File: src/rtl/pipe_ctrl_pkg.sv
// Shared types and constants for the pipeline hazard/flush controller.
// ROM_DEPTH defaults to 4096 words (12-bit PC) unless the build supplies it.
`ifndef ROM_DEPTH
`define ROM_DEPTH 4096
`endif

package pipe_ctrl_pkg;
  localparam int ADDR_W          = $clog2(`ROM_DEPTH);
  localparam int FLUSH_EXTRA_MAX = 3;
  localparam int PERF_W          = 16;

  // RUN: normal issue; FLUSH: draining wrong-path instructions after a jump
  typedef enum logic {
    CTRL_RUN   = 1'b0,
    CTRL_FLUSH = 1'b1
  } ctrl_state_e;
endpackage

File: src/rtl/pipe_ctrl_sat_cnt.sv
// Saturating 16-bit event counter; cleared only by reset.
module ctrl_sat_cnt
  import pipe_ctrl_pkg::*;
(
  input  logic              clk,
  input  logic              rst,
  input  logic              en,
  output logic [PERF_W-1:0] cnt
);
  logic [PERF_W-1:0] cnt_reg;

  // Count enabled cycles, sticking at all-ones instead of wrapping
  always_ff @(posedge clk or posedge rst) begin
    if (rst) begin
      cnt_reg <= '0;
    end else if (en && (cnt_reg != '1)) begin
      cnt_reg <= cnt_reg + PERF_W'(1);
    end
  end

  assign cnt = cnt_reg;
endmodule

File: src/rtl/pipe_ctrl.sv
// Pipeline control: resolves jumps, EXU stalls and IDU load-use hazards into
// PC / IF-ID / ID-EX stall and flush controls, with FLUSH_EXTRA (0..3) bubble
// cycles after a taken jump.
// Optional macro CTRL_PERF_CNT_EN enables stall/bubble performance counters;
// without it stall_cnt_o and flush_cnt_o are constant zero.
module pipe_ctrl
  import pipe_ctrl_pkg::*;
#(
  parameter int FLUSH_EXTRA = 1
)(
  input  logic              clk,
  input  logic              rst,
  input  logic              jump_en_i_exu_ctrl,
  input  logic [ADDR_W-1:0] jump_addr_i_exu_ctrl,
  input  logic              stall_req_i_exu_ctrl,
  input  logic              hazard_i_idu_ctrl,
  output logic              jump_en_o_ctrl_pcu,
  output logic [ADDR_W-1:0] jump_addr_o_ctrl_pcu,
  output logic              pc_stall_o_ctrl_pcu,
  output logic              ifid_stall_o_ctrl_ifu2idu,
  output logic              ifid_flush_o_ctrl_ifu2idu,
  output logic              hold_flag_o_ctrl_idu2exu,
  output logic              idex_stall_o_ctrl_idu2exu,
  output logic [15:0]       stall_cnt_o,
  output logic [15:0]       flush_cnt_o
);
  // Counter value loaded on a jump so that FLUSH lasts exactly FLUSH_EXTRA cycles
  localparam logic [1:0] FLUSH_LOAD = (FLUSH_EXTRA > 0) ? 2'(FLUSH_EXTRA - 1) : 2'd0;

  ctrl_state_e state_reg, state_next;
  logic [1:0]  flush_cnt_reg, flush_cnt_next;

  logic jump_act;
  logic exu_act;
  logic haz_act;
  logic tail_act;

  // Priority decode: jump > EXU stall > IDU hazard > FLUSH tail; all quiet in reset
  assign jump_act = ~rst & jump_en_i_exu_ctrl;
  assign exu_act  = ~rst & ~jump_en_i_exu_ctrl & stall_req_i_exu_ctrl;
  assign haz_act  = ~rst & ~jump_en_i_exu_ctrl & ~stall_req_i_exu_ctrl & hazard_i_idu_ctrl;
  assign tail_act = ~rst & ~jump_en_i_exu_ctrl & ~stall_req_i_exu_ctrl & ~hazard_i_idu_ctrl
                  & (state_reg == CTRL_FLUSH);

  // State and flush down-counter registers
  always_ff @(posedge clk or posedge rst) begin
    if (rst) begin
      state_reg     <= CTRL_RUN;
      flush_cnt_reg <= 2'd0;
    end else begin
      state_reg     <= state_next;
      flush_cnt_reg <= flush_cnt_next;
    end
  end

  // Next state: a jump (re)starts the tail; stalls and hazards freeze it
  always_comb begin
    state_next     = state_reg;
    flush_cnt_next = flush_cnt_reg;
    if (jump_act) begin
      if (FLUSH_EXTRA > 0) begin
        state_next     = CTRL_FLUSH;
        flush_cnt_next = FLUSH_LOAD;
      end else begin
        state_next     = CTRL_RUN;
        flush_cnt_next = 2'd0;
      end
    end else if (tail_act) begin
      if (flush_cnt_reg == 2'd0) begin
        state_next = CTRL_RUN;
      end else begin
        flush_cnt_next = flush_cnt_reg - 2'd1;
      end
    end
  end

  // Output decode; flushes only fire when the matching stage is not stalled
  always_comb begin
    jump_en_o_ctrl_pcu        = jump_act;
    jump_addr_o_ctrl_pcu      = jump_act ? jump_addr_i_exu_ctrl : '0;
    pc_stall_o_ctrl_pcu       = exu_act | haz_act;
    ifid_stall_o_ctrl_ifu2idu = exu_act | haz_act;
    idex_stall_o_ctrl_idu2exu = exu_act;
    ifid_flush_o_ctrl_ifu2idu = jump_act | tail_act;
    hold_flag_o_ctrl_idu2exu  = jump_act | haz_act | tail_act;
  end

`ifdef CTRL_PERF_CNT_EN
  ctrl_sat_cnt u_stall_cnt (
    .clk (clk),
    .rst (rst),
    .en  (pc_stall_o_ctrl_pcu),
    .cnt (stall_cnt_o)
  );

  ctrl_sat_cnt u_flush_cnt (
    .clk (clk),
    .rst (rst),
    .en  (hold_flag_o_ctrl_idu2exu),
    .cnt (flush_cnt_o)
  );
`else
  assign stall_cnt_o = 16'd0;
  assign flush_cnt_o = 16'd0;
`endif
endmodule

File: config.mk
export PLATFORM = sky130hd
export DESIGN_NAME = pipe_ctrl
export DESIGN_NICKNAME = d
export VERILOG_FILES = /design/src/rtl/pipe_ctrl_pkg.sv /design/src/rtl/pipe_ctrl_sat_cnt.sv /design/src/rtl/pipe_ctrl.sv
export SDC_FILE = /design/constraint.sdc
export NUM_CORES = 1
export LEC_CHECK = 0
export CAP_MARGIN = 5
export CORE_AREA = 2 2 50 52
export CTS_CLUSTER_DIAMETER = 100
export DETAILED_ROUTE_END_ITERATION = 16
export DIE_AREA = 0 0 52 54
export GPL_TIMING_DRIVEN = 1
export PLACE_DENSITY = 0.76
export SLEW_MARGIN = 15
export SYNTH_ARGS = -nofsm -noshare
export SYNTH_HDL_FRONTEND = slang
export SYNTH_HIERARCHICAL = 1
export SYNTH_SLANG_ARGS = --single-unit
File: constraint.sdc
create_clock -name clk -period 1.8 [get_ports clk]
set_input_delay 0.36 -clock clk [delete_from_list [all_inputs] [get_ports clk]]
set_output_delay 0.36 -clock clk [all_outputs]
set_load 0.01 [all_outputs]
* After elaboration in Yosys (flattened, before gate mapping)
Cells that the tools add are included.
** Cells by class
- Add/subtract/negate cells :: 1
- Bitwise operators :: 15
- Reduce and logical (&&, ||, !) cells :: 5
- Mux-type cells :: 7
- Equality and inequality tests :: 1
** Operator list (number)
- 12-bit two-way mux :: 1
- 1-bit AND :: 7
- 2-bit two-way mux :: 3
- 1-bit NOT :: 4
- 1-bit bitwise OR :: 4
- 2-bit AND reduction :: 2
- 2-bit nonzero test :: 2
- 1-bit two-way mux :: 3
- 2-bit zero test :: 1
- 2-bit != test (second input constant) :: 1
- 2-bit by 1-bit subtractor with 2-bit output (second input constant) :: 1
** Storage, ports and cells
- Output and inout bits :: 50
- Word-level logic and storage cells :: 31
- Bits of input ports :: 17
- Flip-flop bits (word level) :: 3

* Longest topological paths before layout
- Depth after elaboration :: 7
- Depth in mapped cells :: 5
- Gate-level depth less buffers :: 5

* Worst setup path after synthesis
Ideal clock, no wire load.
- Kind :: in2out
- Start :: input port jump_en_i_exu_ctrl
- End :: output port pc_stall_o_ctrl_pcu
- Slack :: 0.367 ns
- Data arrival time :: 1.073 ns
- Stages on the path :: 3
- Buffers on the path :: 2
- Required time :: 1.440 ns
- Cell sequence :: clkbuf_1 -> nor3_1 -> buf_4
** Between the ends
- Cells in the longest elaborated chain, start to end :: 5
- Elaborated cells on any way between the ends :: 6
- Classes of those cells :: bitwise: 6
** Ends and longest elaborated chain
- start: declaration :: line pipe_ctrl.sv:13 : input logic jump_en_i_exu_ctrl,
- 1-bit NOT * :: line pipe_ctrl.sv:40, pipe_ctrl.sv:41
- 1-bit AND * :: line pipe_ctrl.sv:40, pipe_ctrl.sv:41
- 1-bit AND (2 in series) :: line pipe_ctrl.sv:41 : assign haz_act = ~rst & ~jump_en_i_exu_ctrl & ~stall_req_i_exu_ctrl & hazard_i_idu_ctrl;
- 1-bit bitwise OR *
- end: declaration :: line pipe_ctrl.sv:19 : output logic pc_stall_o_ctrl_pcu,
Mark *: on every way between the ends. The rest lies on a longest branch, timed or not.

* Worst setup path in the final report
- Start :: input port rst
- End :: output port jump_addr_o_ctrl_pcu[3]
** Between the ends
- Cells in the longest elaborated chain, start to end :: 3
** Ends and longest elaborated chain
- start: declaration :: line pipe_ctrl.sv:12 : input logic rst,
- 1-bit NOT :: line pipe_ctrl.sv:39 : assign jump_act = ~rst & jump_en_i_exu_ctrl;
- 1-bit AND :: line pipe_ctrl.sv:39
- 12-bit two-way mux :: line pipe_ctrl.sv:80 : jump_addr_o_ctrl_pcu = jump_act ? jump_addr_i_exu_ctrl : '0;
- end: declaration :: line pipe_ctrl.sv:18 : output logic [ADDR_W-1:0] jump_addr_o_ctrl_pcu,
No other way between the ends.

==> run metrics <==
clk_lat worst skew=220 ps; FF-to-FF setup slack=420 ps; clock share of power=0.325; count of buffers from port buffering=34; TritonRoute pass-1 iters=4; maximum frequency from static timing analysis=575 MHz; origin of the worst min-delay path=flush_cnt_reg[1]; kind of start point of the critical path=input port; CTS H-tree depth=1; kind of capture point of the worst setup path=output pin; slowest stage delay, CP=between 300 and 400 ps; Area growth syn-to-layout=62.1%; smallest hold slack=523 ps; final count of hold timing violations=0; DR WL/cell=9.68 µm; outcome=finished clean; Worst EP arrival=1380 ps; combinational power share=0.462; Die Area=2810 µm²; Clk pin slew, worst setup/hold paths=30 ps; count of antenna-violating nets left after detailed routing=0; Reg2Reg Capture Point=flush_cnt_reg[1]; accumulated negative setup slack=0 ps; largest net degree at the start of global routing=14; reported max-cap violation count=0; Sw Pwr=113 µW; global-route wire length before repair=approximately 1.9 mm; synthesized cell area=552 µm²; endpoint with the worst hold slack=flush_cnt_reg[1]; number of distinct standard cells referenced by the synthesized netlist=18; top area cells in the synthesized netlist=sky130_fd_sc_hd__buf_4 45%, sky130_fd_sc_hd__and3_1 14%, sky130_fd_sc_hd__dfrtp_1 14%; class of the most critical setup path=input port to output pin; root buffer cell=sky130_fd_sc_hd__clkbuf_4; count of yosys warnings during synthesis=6; fraction of layout cells with a size suffix above 1=0.261; GRT Total Usage=0.0927; sequential element share of the synthesized area=0.136; flop and latch count out of synthesis=3; hold crit path type=flip-flop to flip-flop; fraction of synthesized cell area taken by the top area cell type=0.449; relative contribution of sequential cells to total power=0.213; count of boundary I/O pins=67; cell depth of the worst hold path=1; net total in the final layout=138; row count=18; total number of vias=548; max reg flops=2; Critical Path Source=rst; Post-synth ARST share=1.00; power density relative to cell area=384 nW/µm²; post-route clock period utilization=0.965; final instance count without filler cells=149; largest area contributor in the synthesized netlist=sky130_fd_sc_hd__buf_4; final instance area=895 µm²; quantity of hold-fixing buffers added after cts=0; Pint=~230 µW; final setup fails=0; clock tree from TritonCTS=built; data required time of the worst path=1440 ps; VDD IR-drop max=0.139 mV; vias per cell=3.68; worst r2r src=flush_cnt_reg[0]; number of synthesized flops with an enable pin=0; Ant. Diodes=0; Avg Cell Area, Syn=7.66 µm²; instance count after placement with tap cells included=139; DRT Wirelength=1.44 mm; leakage component of the power=between 0.0005 and 0.0006 µW; commonest register cell after synthesis=sky130_fd_sc_hd__dfrtp_1; clock skew after layout=between 4 and 5 ps; number of instances in the synthesized netlist=72; CP max stage cell=sky130_fd_sc_hd__clkdlybuf4s15_1; number of global-route vias before repair=443; maximum number of buffers from clock root to sink=2; floorplan core area=between 2000 and 2500 µm²; Die H=about 54 µm; most frequent cell after synthesis=sky130_fd_sc_hd__buf_4; Worst Path Max Fanout=7; effective utilization at floorplan=0.238; final weighted congestion in routability-driven placement=0.667; leading cell types by count after synthesis=33 x sky130_fd_sc_hd__buf_4, 12 x sky130_fd_sc_hd__and3_1, 4 x sky130_fd_sc_hd__inv_1; DRC=0; critical-path cell list=clkdlybuf4s15_1 -> clkinvlp_4 -> and3_1 -> dlygate4sd2_1; total power=roughly 340 µW; Die X=52 µm; final-report max-slew violation count=0; dpl cell area=842 µm²; clock buffer count from CTS=3; number of design-rule violations left by the first detailed-router iteration=5; cell depth of the worst flop-to-flop path=5; final critical delay including setup and external delays=1740 ps; final HPWL from detailed placement=1.10 mm; grt ovf=0; total clock sinks=3; antenna violations before repair=0; switching power as a share of total power=0.330
logic make-up (layout without fill, tap and decap cells):
logic type | after synthesis | in the layout | share of synthesized area
buffers and inverters | 39 | 55 | 0.492
AND/OR/NAND/NOR | 21 | 21 | 0.249
AO/OA/AOI/OAI | 7 | 7 | 0.0930
flip-flops | 3 | 3 | 0.136
adder cells (fa/ha/maj) | 1 | 1 | 0.0227
other | 1 | 32 | 0.00680
through the flow:
step	util	setup slack (ps)
CTS	0.375	3.05
finish	0.386	62.3
global route	0.386	-0.591
detailed placement	0.363	-397
global placement	0.363	-359
floorplan	-	367
power by group through the flow:
stage	registers, µW	clock network (µW)	logic (µW)
detailed placement	74.0	0	158
finish	73.2	112	159
global route	73.6	124	175
CTS	73.2	116	154
floorplan	73.3	0	121
global placement	74.0	0	155
timing repair:
item / 4_1_cts / 5_1_grt
resized for setup: 46 / 4
endpoints found under the setup margin: 18 / 12
cloned: 1 / 1
setup buffers: 3 / 1
final cells by class:
cell class	count	area [µm²]
clock buffers	4	26.3
flip-flops and latches	3	75.1
fillers	249	1430
repair inverters	1	7.51
well taps	30	37.5
inverters	4	17.5
multi-input cells	61	337
repair buffers	46	394
worst max path at each step:
stage / endpoint / slack (ps) / cells after the start
after floorplan: pc_stall_o_ctrl_pcu / 370 / 3
after global placement: idex_stall_o_ctrl_idu2exu / -360 / 4
final: jump_addr_o_ctrl_pcu[3] / 60 / 4
after detailed placement: idex_stall_o_ctrl_idu2exu / -400 / 4
after global routing: jump_addr_o_ctrl_pcu[3] / -0.6 / 4
after CTS: idex_stall_o_ctrl_idu2exu / 3 / 6
cells in the final DEF, fill, tap and decap left out, types with 2 or more instances in the layout:
cell	n
sky130_fd_sc_hd__dfrtp_1	3
sky130_fd_sc_hd__nor3_1	2
sky130_fd_sc_hd__clkbuf_4	3
sky130_fd_sc_hd__dlymetal6s2s_1	2
sky130_fd_sc_hd__buf_2	7
sky130_fd_sc_hd__conb_1	32
sky130_fd_sc_hd__clkdlybuf4s50_1	13
sky130_fd_sc_hd__and3_1	12
sky130_fd_sc_hd__buf_4	10
sky130_fd_sc_hd__a22o_1	2
sky130_fd_sc_hd__a21oi_1	2
sky130_fd_sc_hd__dlygate4sd2_1	11
sky130_fd_sc_hd__inv_1	2
critical path, delay by kind of cell:
kind	cells	cell delay, ps
buffers and inverters	3	820
and+or+nand+nor	1	200
routing by layer:
metal,global-route usage,share of wire,vias to the layer above
met5,0,0,-
met4,0.0263,0,0
met3,0.0389,0.12,0
met2,0.190,0.55,41
met1,0.0809,0.32,239
li1,-,-,268
(Power assumes the default switching activity.)
